## config.mk

```make
export PLATFORM = sky130hd
export DESIGN_NAME = run_detector
export DESIGN_NICKNAME = d
export VERILOG_FILES = /design/src/rtl/run_detector.sv
export SDC_FILE = /design/constraint.sdc
export NUM_CORES = 1
export LEC_CHECK = 0
export CAP_MARGIN = 25
export CORE_MARGIN = 8
export CORE_UTILIZATION = 25
export CTS_CLUSTER_SIZE = 25
export DETAILED_ROUTE_END_ITERATION = 10
export GPL_ROUTABILITY_DRIVEN = 0
export HOLD_SLACK_MARGIN = 0.02
export RECOVER_POWER = 100
export SYNTH_ARGS = -nofsm -noshare
export SYNTH_HDL_FRONTEND = slang
export SYNTH_SLANG_ARGS = --single-unit
```

## constraint.sdc

```tcl
create_clock -name KEY0 -period 1.5 [get_ports KEY0]
set_input_delay 0.15 -clock KEY0 [delete_from_list [all_inputs] [get_ports KEY0]]
set_output_delay 0.15 -clock KEY0 [all_outputs]
set_load 0.005 [all_outputs]
```

## src/rtl/run_detector.sv

```systemverilog
`default_nettype none
// ============================================================================
// Module      : run_detector
// Description : Samples serial input w on every KEY0 rising edge and tracks
//               the length of the current run of identical samples. z flags
//               a run of RUN_LEN equal samples, with the polarity chosen by
//               mode = {SW3, SW2}. Rising edges of z are counted on HITS.
//               Optional macro RUN_ALT_EN: when defined, mode 11 flags
//               RUN_LEN consecutive alternating samples instead.
// Ports       : KEY0       clock (rising edge)
//               SW0        synchronous active-low reset
//               SW1        serial input w
//               SW2, SW3   mode[0], mode[1] (not registered)
//               LEDR[9]    z
//               LEDR[8]    last sampled w (0 while idle)
//               LEDR[7:0]  active counter, zero-extended
//               HITS       number of z rising events, wraps
// Revision    : 1.0 - initial release
// ============================================================================
module run_detector #(
    parameter int RUN_LEN = 4,
    parameter int CNT_W   = 3,
    parameter int HIT_W   = 8
) (
    input  logic             KEY0,
    input  logic             SW0,
    input  logic             SW1,
    input  logic             SW2,
    input  logic             SW3,
    output logic [9:0]       LEDR,
    output logic [HIT_W-1:0] HITS
);

    typedef enum logic [1:0] {
        IDLE = 2'd0,
        RUN0 = 2'd1,
        RUN1 = 2'd2
    } state_t;

    localparam logic [CNT_W-1:0] c_run_max = CNT_W'(RUN_LEN);
    localparam logic [CNT_W-1:0] c_one     = CNT_W'(1);

    state_t             r_state;
    state_t             w_state_nxt;
    logic [CNT_W-1:0]   r_run_cnt;
    logic [CNT_W-1:0]   w_run_nxt;
    logic               r_last_w;
    logic               w_last_nxt;
    logic               r_z_d;
    logic [HIT_W-1:0]   r_hits;
    logic [1:0]         w_mode;
    logic               w_in_run;
    logic               w_same;
    logic               w_run_full;
    logic               w_z;
    logic [7:0]         w_cnt_disp;

    assign w_mode   = {SW3, SW2};
    assign w_in_run = (r_state == RUN0) || (r_state == RUN1);
    // last_w always mirrors the polarity of the current run, so it doubles as
    // the comparison reference for the incoming sample.
    assign w_same   = w_in_run && (SW1 == r_last_w);

    // ------------------------------------------------------------------
    // Next-state / next-counter logic. Any non-matching sample (including
    // the first one after reset, or an unused state encoding) starts a new
    // run of length 1 in the sampled polarity.
    // ------------------------------------------------------------------
    always_comb begin
        w_state_nxt = r_state;
        w_run_nxt   = r_run_cnt;
        w_last_nxt  = r_last_w;
        if (w_same) begin
            w_run_nxt = (r_run_cnt == c_run_max) ? c_run_max : r_run_cnt + c_one;
        end else begin
            w_state_nxt = SW1 ? RUN1 : RUN0;
            w_run_nxt   = c_one;
            w_last_nxt  = SW1;
        end
    end

    always_ff @(posedge KEY0) begin
        if (!SW0) begin
            r_state   <= IDLE;
            r_run_cnt <= '0;
            r_last_w  <= 1'b0;
            r_z_d     <= 1'b0;
            r_hits    <= '0;
        end else begin
            r_state   <= w_state_nxt;
            r_run_cnt <= w_run_nxt;
            r_last_w  <= w_last_nxt;
            r_z_d     <= w_z;
            if (w_z && !r_z_d) begin
                r_hits <= r_hits + HIT_W'(1);
            end
        end
    end

    assign w_run_full = (r_run_cnt == c_run_max);

`ifdef RUN_ALT_EN
    // Alternation counter: grows on every polarity change, drops back to 1
    // on a repeated sample. The first sample after reset counts as 1.
    logic [CNT_W-1:0] r_alt_cnt;
    logic [CNT_W-1:0] w_alt_nxt;
    logic             w_alt_full;

    always_comb begin
        w_alt_nxt = c_one;
        if (w_in_run && !w_same) begin
            w_alt_nxt = (r_alt_cnt == c_run_max) ? c_run_max : r_alt_cnt + c_one;
        end
    end

    always_ff @(posedge KEY0) begin
        if (!SW0) begin
            r_alt_cnt <= '0;
        end else begin
            r_alt_cnt <= w_alt_nxt;
        end
    end

    assign w_alt_full = (r_alt_cnt == c_run_max);
`endif

    // z depends only on registered state and the live mode inputs.
    always_comb begin
        w_z = 1'b0;
        case (w_mode)
            2'b00:   w_z = w_run_full;
            2'b01:   w_z = w_run_full && (r_state == RUN1);
            2'b10:   w_z = w_run_full && (r_state == RUN0);
`ifdef RUN_ALT_EN
            default: w_z = w_alt_full;
`else
            default: w_z = w_run_full;
`endif
        endcase
    end

    always_comb begin
        w_cnt_disp = 8'(r_run_cnt);
`ifdef RUN_ALT_EN
        if (w_mode == 2'b11) begin
            w_cnt_disp = 8'(r_alt_cnt);
        end
`endif
    end

    assign LEDR = {w_z, r_last_w, w_cnt_disp};
    assign HITS = r_hits;

endmodule
`default_nettype wire

```

==> results.ini <==
[sta]
rsz0062_at_grt = true
finalClockSkew_ns = 0.00763
achievable-frequency_mhz = 633
final_hold_viol_count = 0
setup_viol_count_final = 6
fin_ws_ns = -0.0805
slew_viol_final = 0
fin_crit_sh_pct = 105
fin_crit_ns = 1.58

[placed_design]
io_buffers = 17
pre_cts_slack_ns = -0.443
dp_cells = 140
dp_hpwl_um = 1270

[yosys]
syn_area_um2 = 777
ys_warn_count = 0
post_synth.cell_area_avg_um2 = 8.73
yosysSeqAreaShare_pct = 36.1
syn_inst = 89
ys_types = 26
ys_ff_latch = 14

[clock_network]
cts-root-buf = clkbuf_4
post_cts.repair.setup_buffers = 0
clkTransAtPathRegs_ns = 0.09
cts_tree = done
cts_sinks = 14
clk_latency_ns = 0.27
h-tree-depth = 1
cts_max_path_buffers = 2
cts_buffers = 3

[critical_path]
path_cells = inv_2 > ha_2 > mux2_4 > o21ai_4 > inv_1 > buf_2
worstReg2RegEnd = HITS[4]
path_class = flop to output port
r2r-start = r_state[0]
crit_slowest_cell = dfxtp_2
r2r_cells = 7
crit_arrival_ns = 1.43
r2r_slack_ns = -0.07
end_kind = output port
crit_path_max_incr_delay_ns = 0.35
crit_required_ns = 1.35
critical_path.max_fanout = 3
worstSetupStartpointType = flop

[global_routing]
grt_util_all_layers_pct = 6.78
antenna_found_initial = 0
grt_max_degree = 12
grt_overflow = 0
grt_pass1_wl_um = 2820
grt_pass1_vias = 681

[routing]
routedWlPerCell_um = 11.8
viasPerCell = 4.46
firstDrtPassIters = 2
vias = 638
drc_errors = 0
routed_wl_um = 1690
antenna_left = 0
dr.first_iter.drc_count = 17

[floorplan]
rows = 20
die_y_um = 71.8
die_w_um = 71.8
dieArea_um2 = 5150
core-area_um2 = 3000
io_pins = 23
start_util_pct = 25.9

[cells_and_area]
syn2layout_area_growth_pct = 33.5
final_nets = 123
layout_commonest_cell = clkdlybuf4s50_1
instances_no_fill = 143
final_util_pct = 34.5
diodes = 0
most-common-layout-cells = clkdlybuf4s50_1, dfxtp_1, nand2_1
drive_gt1_share_pct = 20.0

[run]
cap_violations = 0

[pwr]
power_leakage_nw = 0.414
ir_drop_uv = 335
p_per_area_nw_per_um2 = 664
total_power_mw = 0.689

[min_path]
min_delay_worst_endpoint = HITS[1]
holdPathStages = 2
hold_class = flop to flop
min_from = HITS[1]

[run_status]
status = finished, violations left
violations = setup timing

metal layers:
metal	vias to the layer above	share of wire (%)	global-route usage, %
met3	2	5.4	2.09
met1	300	44	7.40
met2	13	49	10.9
met4	0	1.2	4.76
li1	323	-	-
met5	-	0	0
worst max-delay path: cells and delay by family, from the launching register on:
family / cells / cell delay [ns]
compound gates: 1 / 0.15
fa+ha+maj: 1 / 0.15
buf+inv: 3 / 0.21
flops: 1 / 0.35
mux: 1 / 0.29
cell usage after synthesis:
cell type  instances  area, µm²
conb_1             1       3.75
dfxtp_1           14        280
ha_1               6       75.1
xnor2_1            2       17.5
nand2_1            9       33.8
mux2i_1            2       20.0
nor3b_1            1       7.51
and2_4             1       8.76
o21ai_0            4       20.0
nor2_1             9       33.8
nor3_1             3       15.0
o2111ai_2          1       15.0
xor2_1             1       8.76
and3b_1            1       8.76
o2111ai_4          1       26.3
o21ai_2            1       8.76
clkbuf_1           1       3.75
nand2b_1           1       6.26
and2_1             3       18.8
or3_1              2       12.5
a21oi_1            3       15.0
inv_1              9       33.8
o21a_1             4       30.0
mux2_4             1       15.0
and3_1             1       6.26
buf_4              7       52.6
timing repair:
action	CTS	global route
hold endpoints to repair	0	0
pin swaps	5	2
setup endpoints to repair	6	9
gates resized for setup	13	4
hold buffers	0	0
cells by family after synthesis:
| logic type | Yosys count | share of synthesized area (%) |
|---|---|---|
| and+or+nand+nor | 31 | 19.5 |
| muxes | 3 | 4.51 |
| adders and majority gates | 6 | 9.66 |
| xor gates and xnor gates | 3 | 3.38 |
| DFF | 14 | 36.1 |
| buffers and inverters | 17 | 11.6 |
| other | 1 | 0.483 |
| AOI/OAI and AO/OA | 14 | 14.8 |
state kept, by name, summed over array words and instances, names as in the netlist:
signal	flops
r_state	2
r_run_cnt	3
r_z_d	1
HITS	8
power breakdown:
group          internal [mW]  switching [mW]
sequential             0.379         0.00541
combinational         0.0463          0.0496
clock                 0.0929           0.115
total                  0.518           0.170
stage by stage:
step	TNS [ns]	cell area (µm²)	hold slack (ns)
finish	-0.283	1040	0.506
global placement	-3.15	985	0.467
detailed placement	-3.18	985	0.491
CTS	-0.220	1020	0.504
global route	-0.832	1040	0.522
floorplan	0	792	0.272
layout make-up:
class,count,area (µm²)
multi-input cells,62,455
flip-flops and latches,14,283
inverters,9,33.8
fillers,322,1970
clock buffers,3,22.5
repair buffers,22,201
well taps,33,41.3
worst max path at each step:
| stage | slack (ns) | cells past startpoint | from | to |
|---|---|---|---|---|
| after global routing | -0.18 | 6 | r_state[0] | LEDR[9] |
| final | -0.08 | 6 | r_state[0] | LEDR[9] |
| after detailed placement | -0.44 | 7 | SW2 | LEDR[9] |
| after floorplan | 0.07 | 6 | r_state[1] | HITS[4] |
| after CTS | -0.10 | 6 | r_state[0] | LEDR[9] |
| after global placement | -0.46 | 7 | SW2 | LEDR[9] |
(Power assumes the default switching activity.)
